**src/rtl/alu_pkg.sv**
```systemverilog
// Shared definitions for the shared-ALU arbiter: funct encodings, field widths,
// FSM state type and the funct payload struct carried from requester to ALU.
package alu_pkg;

    localparam int unsigned NREQ     = 2;
    localparam int unsigned F3_W     = 3;
    localparam int unsigned F3_ALU_W = 4;
    localparam int unsigned F7_W     = 7;

    // funct3 encodings understood by the ALU
    localparam logic [F3_W-1:0] F3_ADD_SUB = 3'b000;
    localparam logic [F3_W-1:0] F3_SLL     = 3'b001;
    localparam logic [F3_W-1:0] F3_SLT     = 3'b010;
    localparam logic [F3_W-1:0] F3_SLTU    = 3'b011;
    localparam logic [F3_W-1:0] F3_XOR     = 3'b100;
    localparam logic [F3_W-1:0] F3_SRL_SRA = 3'b101;
    localparam logic [F3_W-1:0] F3_OR      = 3'b110;
    localparam logic [F3_W-1:0] F3_AND     = 3'b111;

    // funct7 encodings: ALT selects SUB / SRA
    localparam logic [F7_W-1:0] F7_BASE = 7'b0000000;
    localparam logic [F7_W-1:0] F7_ALT  = 7'b0100000;

    typedef enum logic [1:0] {
        IDLE = 2'd0,
        EXEC = 2'd1,
        RESP = 2'd2
    } state_e;

    typedef struct packed {
        logic [F7_W-1:0] f7;
        logic [F3_W-1:0] f3;
    } funct_t;

endpackage

```
**src/rtl/alu_share_arbiter_if.sv**
```systemverilog
// Requester-side bus of the shared-ALU arbiter.
//   req_valid/req_ready : per-requester request handshake (bit i = requester i)
//   req_x*/req_y*/req_f3_*/req_f7_* : requester 0/1 operands and funct fields
//   rsp_valid/rsp_ready : per-requester response handshake
//   rsp_data/rsp_zero   : shared registered result and its zero flag
// master = requester side, slave = arbiter side.
interface alu_share_arbiter_if #(
    parameter int unsigned XLEN = 32
);
    logic [1:0]      req_valid;
    logic [1:0]      req_ready;
    logic [XLEN-1:0] req_x0;
    logic [XLEN-1:0] req_y0;
    logic [2:0]      req_f3_0;
    logic [6:0]      req_f7_0;
    logic [XLEN-1:0] req_x1;
    logic [XLEN-1:0] req_y1;
    logic [2:0]      req_f3_1;
    logic [6:0]      req_f7_1;
    logic [1:0]      rsp_valid;
    logic [1:0]      rsp_ready;
    logic [XLEN-1:0] rsp_data;
    logic            rsp_zero;

    modport master (
        output req_valid, req_x0, req_y0, req_f3_0, req_f7_0,
               req_x1, req_y1, req_f3_1, req_f7_1, rsp_ready,
        input  req_ready, rsp_valid, rsp_data, rsp_zero
    );

    modport slave (
        input  req_valid, req_x0, req_y0, req_f3_0, req_f7_0,
               req_x1, req_y1, req_f3_1, req_f7_1, rsp_ready,
        output req_ready, rsp_valid, rsp_data, rsp_zero
    );
endinterface

```
**src/rtl/alu_share_arbiter_rr_arb2.sv**
```systemverilog
// Two-way round-robin grant.
//   valid      : request valid per requester
//   last_grant : id of the requester served most recently
//   grant_c    : one-hot grant (combinational), zero when nothing is valid
module alu_share_arbiter_rr_arb2 (
    input  logic [1:0] valid,
    input  logic       last_grant,
    output logic [1:0] grant_c
);
    // Under contention the requester that was not served last wins
    always_comb begin
        grant_c = 2'b00;
        unique case (valid)
            2'b01:   grant_c = 2'b01;
            2'b10:   grant_c = 2'b10;
            2'b11:   grant_c = last_grant ? 2'b01 : 2'b10;
            default: grant_c = 2'b00;
        endcase
    end
endmodule

```
**src/rtl/alu_share_arbiter.sv**
```systemverilog
// Shares one external combinational ALU between the integer execute path
// (requester 0) and the address/branch-compare unit (requester 1).
//   clk, rst_n      : clock, async active-low reset
//   bus (slave)     : request/response handshakes and payloads
//   alu_x/alu_y     : registered operands to the ALU
//   alu_funct3/7    : registered funct fields to the ALU (funct3 bit 3 = 0)
//   alu_out         : ALU result, captured during EXEC
//   busy            : high while an operation is in EXEC or RESP
module alu_share_arbiter
    import alu_pkg::*;
#(
    parameter int unsigned XLEN = 32
) (
    input  logic                clk,
    input  logic                rst_n,
    alu_share_arbiter_if.slave  bus,
    output logic [XLEN-1:0]     alu_x,
    output logic [XLEN-1:0]     alu_y,
    output logic [F3_ALU_W-1:0] alu_funct3,
    output logic [F7_W-1:0]     alu_funct7,
    input  logic [XLEN-1:0]     alu_out,
    output logic                busy
);

    state_e            state_q;
    state_e            state_d;
    logic              last_grant_q;
    logic              gid_q;
    logic [XLEN-1:0]   rsp_data_q;
    logic              rsp_zero_q;
    logic [NREQ-1:0]   rsp_valid_q;

    logic [NREQ-1:0]   grant_c;
    logic [NREQ-1:0]   req_ready_c;
    logic              load_c;
    logic              done_c;
    logic [XLEN-1:0]   sel_x_c;
    logic [XLEN-1:0]   sel_y_c;
    funct_t            sel_funct_c;

    alu_share_arbiter_rr_arb2 u_arb (
        .valid      (bus.req_valid),
        .last_grant (last_grant_q),
        .grant_c    (grant_c)
    );

    // Operand/funct mux from the granted requester
    always_comb begin
        sel_x_c        = bus.req_x0;
        sel_y_c        = bus.req_y0;
        sel_funct_c.f3 = bus.req_f3_0;
        sel_funct_c.f7 = bus.req_f7_0;
        if (grant_c[1]) begin
            sel_x_c        = bus.req_x1;
            sel_y_c        = bus.req_y1;
            sel_funct_c.f3 = bus.req_f3_1;
            sel_funct_c.f7 = bus.req_f7_1;
        end
    end

    // Next-state and handshake decode
    always_comb begin
        state_d     = state_q;
        req_ready_c = '0;
        load_c      = 1'b0;
        done_c      = 1'b0;
        unique case (state_q)
            IDLE: begin
                req_ready_c = grant_c;
                if (|grant_c) begin
                    load_c  = 1'b1;
                    state_d = EXEC;
                end
            end
            EXEC: state_d = RESP;
            RESP: begin
                // Only the owning requester's rsp_ready completes the response
                if (bus.rsp_ready[gid_q]) begin
                    done_c  = 1'b1;
                    state_d = IDLE;
                end
            end
            default: state_d = IDLE;
        endcase
    end

    // State, operand and response registers
    always_ff @(posedge clk or negedge rst_n) begin
        if (!rst_n) begin
            state_q      <= IDLE;
            last_grant_q <= 1'b1;
            gid_q        <= 1'b0;
            alu_x        <= '0;
            alu_y        <= '0;
            alu_funct3   <= '0;
            alu_funct7   <= '0;
            rsp_data_q   <= '0;
            rsp_zero_q   <= 1'b0;
            rsp_valid_q  <= '0;
            busy         <= 1'b0;
        end else begin
            state_q <= state_d;
            busy    <= (state_d != IDLE);
            if (load_c) begin
                gid_q      <= grant_c[1];
                alu_x      <= sel_x_c;
                alu_y      <= sel_y_c;
                alu_funct3 <= F3_ALU_W'(sel_funct_c.f3);
                alu_funct7 <= sel_funct_c.f7;
            end
            if (state_q == EXEC) begin
                rsp_data_q <= alu_out;
                rsp_zero_q <= (alu_out == '0);
            end
            if (done_c) begin
                last_grant_q <= gid_q;
            end
            rsp_valid_q <= '0;
            if (state_d == RESP) begin
                rsp_valid_q[gid_q] <= 1'b1;
            end
        end
    end

    assign bus.req_ready = req_ready_c;
    assign bus.rsp_valid = rsp_valid_q;
    assign bus.rsp_data  = rsp_data_q;
    assign bus.rsp_zero  = rsp_zero_q;

endmodule

```
**src/flat_wrapper.sv**
```systemverilog
// flat-port wrapper written by rule: the top's interface ports become plain ports
module alu_share_arbiter_flat import alu_pkg::*;
#(
    parameter int unsigned XLEN = 32
)
  (clk, rst_n, alu_x, alu_y, alu_funct3, alu_funct7, alu_out, busy, bus_req_valid, bus_req_x0, bus_req_y0, bus_req_f3_0, bus_req_f7_0, bus_req_x1, bus_req_y1, bus_req_f3_1, bus_req_f7_1, bus_rsp_ready, bus_req_ready, bus_rsp_valid, bus_rsp_data, bus_rsp_zero);
  alu_share_arbiter_if #(.XLEN(XLEN)) bus_i ();
  input  logic clk;
  input  logic rst_n;
  output logic [XLEN-1:0] alu_x;
  output logic [XLEN-1:0] alu_y;
  output logic [F3_ALU_W-1:0] alu_funct3;
  output logic [F7_W-1:0] alu_funct7;
  input  logic [XLEN-1:0] alu_out;
  output logic busy;
  input wire logic [$bits(bus_i.req_valid)-1:0] bus_req_valid;
  input wire logic [$bits(bus_i.req_x0)-1:0] bus_req_x0;
  input wire logic [$bits(bus_i.req_y0)-1:0] bus_req_y0;
  input wire logic [$bits(bus_i.req_f3_0)-1:0] bus_req_f3_0;
  input wire logic [$bits(bus_i.req_f7_0)-1:0] bus_req_f7_0;
  input wire logic [$bits(bus_i.req_x1)-1:0] bus_req_x1;
  input wire logic [$bits(bus_i.req_y1)-1:0] bus_req_y1;
  input wire logic [$bits(bus_i.req_f3_1)-1:0] bus_req_f3_1;
  input wire logic [$bits(bus_i.req_f7_1)-1:0] bus_req_f7_1;
  input wire logic [$bits(bus_i.rsp_ready)-1:0] bus_rsp_ready;
  output wire logic [$bits(bus_i.req_ready)-1:0] bus_req_ready;
  output wire logic [$bits(bus_i.rsp_valid)-1:0] bus_rsp_valid;
  output wire logic [$bits(bus_i.rsp_data)-1:0] bus_rsp_data;
  output wire logic [$bits(bus_i.rsp_zero)-1:0] bus_rsp_zero;
  assign bus_i.req_valid = bus_req_valid;
  assign bus_i.req_x0 = bus_req_x0;
  assign bus_i.req_y0 = bus_req_y0;
  assign bus_i.req_f3_0 = bus_req_f3_0;
  assign bus_i.req_f7_0 = bus_req_f7_0;
  assign bus_i.req_x1 = bus_req_x1;
  assign bus_i.req_y1 = bus_req_y1;
  assign bus_i.req_f3_1 = bus_req_f3_1;
  assign bus_i.req_f7_1 = bus_req_f7_1;
  assign bus_i.rsp_ready = bus_rsp_ready;
  assign bus_req_ready = bus_i.req_ready;
  assign bus_rsp_valid = bus_i.rsp_valid;
  assign bus_rsp_data = bus_i.rsp_data;
  assign bus_rsp_zero = bus_i.rsp_zero;
  alu_share_arbiter #(.XLEN(XLEN)) u_core (.clk(clk), .rst_n(rst_n), .bus(bus_i), .alu_x(alu_x), .alu_y(alu_y), .alu_funct3(alu_funct3), .alu_funct7(alu_funct7), .alu_out(alu_out), .busy(busy));
endmodule
```
**config.mk**
```make
export PLATFORM = sky130hd
export DESIGN_NAME = alu_share_arbiter_flat
export DESIGN_NICKNAME = d
export VERILOG_FILES = /design/src/rtl/alu_pkg.sv /design/src/rtl/alu_share_arbiter_if.sv /design/src/rtl/alu_share_arbiter_rr_arb2.sv /design/src/rtl/alu_share_arbiter.sv /design/src/flat_wrapper.sv
export SDC_FILE = /design/constraint.sdc
export NUM_CORES = 1
export LEC_CHECK = 0
export CAP_MARGIN = 20
export CORE_AREA = 2 2 118 120
export DETAILED_ROUTE_END_ITERATION = 6
export DIE_AREA = 0 0 120 122
export GPL_TIMING_DRIVEN = 1
export HOLD_SLACK_MARGIN = 0.06
export PLACE_DENSITY_LB_ADDON = 0.25
export SLEW_MARGIN = 15
export SYNTH_ARGS = -nofsm -noshare
export SYNTH_HDL_FRONTEND = slang
export SYNTH_SLANG_ARGS = --single-unit
```
**constraint.sdc**
```tcl
create_clock -name clk -period 2.2 [get_ports clk]
set_clock_uncertainty 0.05 [all_clocks]
set_input_delay 0.44 -clock clk [delete_from_list [all_inputs] [get_ports clk]]
set_output_delay 0.44 -clock clk [all_outputs]
set_load 0.05 [all_outputs]
```
==> flow_summary_export.csv, run 1 <==
group,metric,value,unit
timing,layout_setup_ws,51.6,ps
power_and_ir_drop,p_leak,3.53,nW
clocking,cts.sinks,114,
global_route,first_global_vias,4781,
drt,drc,0,
global_route,track_usage,0.227,
floorplan,die_x,120,microns
floorplan,core_area,13500,sq um
setup_path,endpoint,"bus_req_ready[1]",
synth,synth_nets,554,
clocking,h-tree-depth,4,
floorplan,ios,299,
setup_path,critPathLaunch,"bus_req_valid[0]",
drt,ant_nets,0,
power_and_ir_drop,power_frac_clock,0.166,
drt,drtIter0Drc,210,
synth,yosysUniqueCellTypes,28,
global_route,grt_first_pass_wirelength,25500,microns
synth,ys_warn_count,0,
setup_path,cp.arrival,1660,ps
clocking,cts_root_buffer,"clkbuf_16",
layout,final_nets,846,
setup_path,worst-r2r-cell-count,4,
setup_path,path_class,"in2out",
floorplan,num_rows,43,
floorplan,die-area,14600,sq um
floorplan,dieHeight,122,microns
drt,vias,4455,
clocking,cts.clk_slew.worst_paths,50,ps
synth,ys_seq_area_frac,0.571,
global_route,antenna_found_initial,0,
timing,rsz0062_at_grt,"true",
synth,synth_top_flop_cell,"dfrtp_1",
placed_design,preCtsSetupSlack,19.3,ps
synth,netlist.area_leader.share,0.566,
setup_path,rrSetupSlack,470,ps
placed_design,portBuffers,297,
power_and_ir_drop,pwr-share-seq,0.242,
layout,drive_gt1_frac,0.174,
layout,area_growth,75.2,%
clocking,cts_tree,"built",
synth,synth_edf_count,0,
status,status,"completed",
synth,synth_area_leader_cell,"dfrtp_1",
setup_path,required,1710,ps
drt,drt-total-wl,16500,microns
timing,hold_violations,0,
timing,period_minus_slack,2150,ps
synth,syn_area_per_cell,13.6,sq um
timing,finalSetupViolCount,0,
clocking,cts_buffer_depth,2,
drt,first_pass_iters,4,
timing,whs,440,ps
synth,synth_most_common_cell,"dfrtp_1",
synth,ys_ff_latch,114,
synth,synthCells,368,
setup_path,rr_endpoint,"u_core.alu_y[5]$_DFFE_PN0P_",
power_and_ir_drop,p_int,8.48,mW
power_and_ir_drop,p_sw_frac,0.453,
clocking,clk_latency,410,ps
timing,finalCritPeriodShare,0.977,
setup_path,cp_max_fo,3,
layout,fill_cells,1062,
synth,synth_commonest_cells,"dfrtp_1 (113), o21bai_1 (74), o221a_1 (38)",
layout,antennaDiodeCount,0,
setup_path,r2r_start,"u_core.state_q[1]$_DFF_PN0_",
global_route,grt_max_degree,78,
placed_design,dp_hpwl,11600,microns
setup_path,cp-start-kind,"input port",
power_and_ir_drop,power_switching,7.02,mW
power_and_ir_drop,pwr-share-comb,0.593,
run,cap_violations,0,
timing,worst_pin_slew,559,ps
placed_design,gp_congestion,0.780,
drt,wl_per_cell,19.4,microns
timing,slew_headroom,0.626,
layout,postLayoutCoreUtil,0.648,
setup_path,end_kind,"primary output",
timing,slew_viol_final,0,
synth,netlist_area,5000,sq um
worst_hold_path,hold_class,"reg2reg",
synth,synthArstFlopShare,1.00,
placed_design,postPlaceCellArea,8180,sq um
clocking,cts_buffers,17,
layout,stdcell_area,8750,sq um
power_and_ir_drop,p_per_area,1770,nW/um^2
global_route,grt-ovfl-total,0,
floorplan,start_util,0.370,
power_and_ir_drop,ir_worst_vdd,987,uV
drt,viasPerCell,5.22,
timing,max_freq,465,MHz
synth,synth.area.top_cells,"dfrtp_1 (57%), o21bai_1 (11%), o221a_1 (8.6%)",
-- layer usage --
layer | up-vias | GRT usage | part of all wire
met5 | - | 0 | 0
met4 | 0 | 0.101 | 0.026
met3 | 34 | 0.0735 | 0.082
met2 | 201 | 0.380 | 0.50
met1 | 2179 | 0.266 | 0.39
li1 | 2041 | - | -
-- worst min-delay path by stage --
stage	slack (ps)	startpoint	to	depth (start not counted)
after global placement	340	rst_n	u_core.bus.rsp_data[17]$_DFFE_PN0N_	1
final	440	u_core.bus.rsp_zero$_DFFE_PN0N_	u_core.bus.rsp_zero$_DFFE_PN0N_	2
after CTS	440	rst_n	u_core.bus.rsp_data[26]$_DFFE_PN0N_	2
after detailed placement	350	rst_n	u_core.bus.rsp_data[20]$_DFFE_PN0N_	1
after floorplan	90	rst_n	u_core.alu_funct3[0]$_DFFE_PN0P_	0
after global routing	460	u_core.bus.rsp_data[21]$_DFFE_PN0N_	u_core.bus.rsp_data[21]$_DFFE_PN0N_	1
-- area by class of cell --
type | instances | area (sq um) | share of cell area
clock buffers | 26 | 499 | 0.0570
inverters | 3 | 11.3 | 0.00129
clock inverters | 6 | 55.1 | 0.00629
multi-input cells | 213 | 1950 | 0.223
well taps | 180 | 225 | 0.0257
repair buffers | 311 | 3150 | 0.360
flip-flops and latches | 114 | 2850 | 0.326
-- state kept, by name, indices dropped and copies added, names as in the netlist --
signal                count
u_core.alu_funct7         7
u_core.alu_funct3         3
u_core.state_q            2
u_core.last_grant_q       1
u_core.gid_q              1
u_core.busy               1
u_core.bus.rsp_valid      2
u_core.bus.rsp_data      32
u_core.alu_y             32
u_core.bus.rsp_zero       1
u_core.alu_x             32
-- per-stage QoR --
step,power (mW),cells,TNS [ps]
finish,15.5,853,0
global placement,12.8,820,0
floorplan,9.82,368,0
global route,16.2,853,-26.8
detailed placement,12.9,820,0
CTS,15.6,853,0
-- power by group through the flow --
stage / logic, mW / registers, mW / clock network (mW)
floorplan: 2.62 / 7.19 / 0
global placement: 9.08 / 3.71 / 0
detailed placement: 9.22 / 3.72 / 0
CTS: 9.25 / 3.74 / 2.62
global route: 9.60 / 3.87 / 2.74
finish: 9.19 / 3.74 / 2.57
-- cells in the final DEF (no fill, tap or decap), drive strengths merged --
cell             n
clkinv           5
nand3            1
dlygate4sd3      1
nand3b           1
clkbuf          26
buf             16
mux2            32
a21boi           1
dfstp            1
a211o            1
bufinv           1
nor2b            1
dfrtp          113
nand2b           2
o31ai            1
dlymetal6s2s     1
o21ai            2
clkdlybuf4s50  293
inv              3
a21oi            2
nand4            2
or2              1
nor2             6
o21bai          74
mux2i            1
conb             1
nor4             8
o221a           74
nand2            2
-- critical path, cell delays in order --
cell             delay [ps]
clkdlybuf4s50_1         580
nor2_4                   70
a211o_2                 330
inv_1                    80
buf_6                   160
-- cells by family (layout without fill, tap and decap cells) --
family | after synthesis | in the layout | share of synthesized area
AO/OA/AOI/OAI | 155 | 155 | 0.287
flip-flops | 114 | 114 | 0.571
buffers and inverters | 41 | 346 | 0.0411
multiplexers | 33 | 33 | 0.0741
AND/OR/NAND/NOR | 24 | 24 | 0.0260
other | 1 | 1 | 0.000751
-- repair_timing --
action                                  in CTS  in global routing
resized for setup                            2                  2
hold buffers                                 1                  0
endpoints found under the setup margin       1                  2
endpoints found under the hold margin       24                  0
setup buffers                                0                  0
(Power assumes the default switching activity.)
==> inputs of run 2 (changes only) <==
- CORE_AREA: 2 2 118 120 -> 2 2 120 122
- DIE_AREA: 0 0 120 122 -> 0 0 122 124
- SYNTH_HIERARCHICAL: unset -> 1
==> run 2 against run 1 <==
Wire length shrank 7.4%. Via count shrank 9.1%. Combinational power shrank 4.1%. Register-to-register slack lost 180 ps. Highest routed layer unchanged.
==> flow_summary_export.csv, run 2 <==
group,metric,value,unit
status,status,"completed",
power_and_ir_drop,p_per_area,1680,nW/um^2
placed_design,preCtsSetupSlack,-135,ps
synth,synth_top_flop_cell,"dfrtp_1",
synth,ys_ff_latch,114,
layout,final_cell_mix,"clkdlybuf4s50_1 (294), mux2_2 (131), dfrtp_1 (113)",
setup_path,cp-start-kind,"input port",
power_and_ir_drop,ir_worst_vdd,1040,uV
synth,netlist.area_leader.share,0.538,
synth,ys_seq_area_frac,0.543,
synth,syn_area_per_cell,15.1,sq um
setup_path,path_class,"in2out",
synth,synthCells,349,
layout,area_growth,73.0,%
floorplan,die_x,122,microns
floorplan,ios,299,
setup_path,cp_max_fo,3,
synth,synth_nets,535,
timing,finalSetupTns,0,ps
clocking,cts.clk_slew.worst_paths,50,ps
power_and_ir_drop,p_leak,3.69,nW
worst_hold_path,hold_class,"reg2reg",
floorplan,dieHeight,124,microns
power_and_ir_drop,total_power,15.3,mW
timing,hold_violations,0,
global_route,first_global_vias,4387,
run,cap_violations,0,
timing,finalSetupViolCount,0,
clocking,clk_latency,410,ps
synth,synth_top_family_by_area,"multiplexers",
synth,synthArstFlopShare,1.00,
setup_path,cp.arrival,1640,ps
drt,drc,0,
setup_path,required,1710,ps
layout,layout_commonest_cell,"clkdlybuf4s50_1",
drt,wl_per_cell,17.9,microns
drt,vias,4048,
timing,worst_pin_slew,570,ps
timing,whs,439,ps
clocking,cts_root_buffer,"clkbuf_16",
timing,finalCritPeriodShare,0.966,
floorplan,die-area,15100,sq um
synth,synth_commonest_cells,"mux2_2 (131), dfrtp_1 (113), mux2_1 (49)",
synth,synth_most_common_cell,"mux2_2",
floorplan,num_rows,43,
layout,drive_gt1_frac,0.278,
synth,synth.area.top_cells,"dfrtp_1 (54%), mux2_2 (28%), mux2_1 (10%)",
clocking,cts.sinks,114,
clocking,cts_tree,"built",
drt,drt-met1-wl,5480,microns
layout,final_nets,846,
drt,highest_layer,"met4",
drt,viasPerCell,4.74,
floorplan,core_area,13700,sq um
placed_design,gp_congestion,0.782,
synth,synthSimpleGateAreaFrac,0.0233,
drt,ant_nets,0,
placed_design,portBuffers,297,
synth,ys_warn_count,6,
timing,period_minus_slack,2130,ps
floorplan,start_util,0.383,
timing,slew_headroom,0.619,
setup_path,r2r_start,"u_core/last_grant_q$_DFFE_PN1P_",
worst_hold_path,hold_path.startpoint,"u_core/bus.rsp_zero$_DFFE_PN0N_",
timing,layout_setup_ws,74.3,ps
global_route,track_usage,0.205,
global_route,grt_first_pass_wirelength,23300,microns
clocking,h-tree-depth,4,
synth,muxShareOfSynthArea,0.387,
setup_path,end_kind,"primary output",
synth,synth_edf_count,0,
timing,slew_viol_final,0,
synth,yosysUniqueCellTypes,25,
drt,wl_met2,7790,microns
synth,synthAdderAreaFrac,0,
drt,dr_wl_met3,1620,microns
global_route,antenna_found_initial,0,
drt,drt-total-wl,15300,microns
clocking,cts_buffer_depth,2,
placed_design,dp_hpwl,11600,microns
timing,max_freq,470,MHz
synth,synth-compound-area-share,0.0105,
global_route,grt-ovfl-total,0,
synth,synth_area_leader_cell,"dfrtp_1",
global_route,grt_max_degree,59,
drt,first_pass_iters,4,
setup_path,critPathLaunch,"bus_req_valid[1]",
clocking,cts_buffers,17,
synth,synth-xor-area-share,0,
synth,netlist_area,5260,sq um
drt,drtIter0Drc,144,
-- run 2: cell count changes after synthesis, sizes merged, moves of 2 or more --
cell,before,now
nor2,6,3
o21ai,2,0
clkbuf,18,0
mux2,32,180
a21boi,1,3
o21bai,74,0
o221a,74,0
-- run 2: final cells by class --
type | count | area, sq um
antenna | 1 | 2.50
clock buffer | 18 | 439
clock inverter | 14 | 164
fill | 1054 | 4620
inverter | 3 | 11.3
multi-input combinational | 211 | 2240
sequential | 114 | 2850
tap | 180 | 225
timing repair buffer | 313 | 3160
-- run 2: cells by family (layout without fill, tap and decap cells) --
| kind of cell | Yosys count | in the layout |
|---|---|---|
| AOI/OAI and AO/OA | 8 | 8 |
| buffers and inverters | 24 | 348 |
| DFF | 114 | 114 |
| muxes | 181 | 181 |
| other | 1 | 2 |
| and+or+nand+nor | 21 | 21 |
-- run 2: worst paths after layout --
| path | end | slack [ps] | cells after the start |
|---|---|---|---|
| worst max-delay path | bus_req_ready[1] | 70 | 5 |
| worst min register to register | u_core/bus.rsp_zero$_DFFE_PN0N_ | 440 | 2 |
| max in group asynchronous | u_core/alu_y[30]$_DFFE_PN0P_ | 930 | 3 |
| worst max register to register | u_core/alu_y[7]$_DFFE_PN0P_ | 290 | 5 |
| min in group asynchronous | u_core/alu_x[20]$_DFFE_PN0P_ | 500 | 2 |
| worst min-delay path | u_core/bus.rsp_zero$_DFFE_PN0N_ | 440 | 2 |
-- run 2: worst max-delay path, stage by stage --
cell and delay, ps:
clkdlybuf4s50_1 490, a21boi_4 240, buf_4 160, and2_4 160
buf_12 130
-- run 2: where the power goes --
| part | internal, mW | switching (mW) |
|---|---|---|
| Sequential | 3.19 | 0.551 |
| Clock | 1.80 | 0.971 |
| Combinational | 3.53 | 5.28 |
-- run 2: through the flow --
step           cell area, sq um  cells   util
6_report                   9100    854  0.663
3_5_place_dp               8460    817  0.617
2_1_floorplan              5260    349      -
3_3_place_gp               8460    817  0.617
4_1_cts                    9080    851  0.662
5_1_grt                    9100    853  0.663
-- run 2: repair_timing --
item | in CTS | in global routing
buffers inserted | 1 | 2
gates resized for setup | 2 | 0
cloned | 0 | 0
hold buffers | 1 | 0
pin swaps | 1 | 1
hold endpoints to repair | 38 | 0
setup endpoints to repair | 1 | 1
-- run 2: layer usage --
layer / vias up / track usage
met5: - / 0
met4: 0 / 0.0934
met3: 30 / 0.0833
met2: 196 / 0.356
met1: 1941 / 0.219
li1: 1881 / -
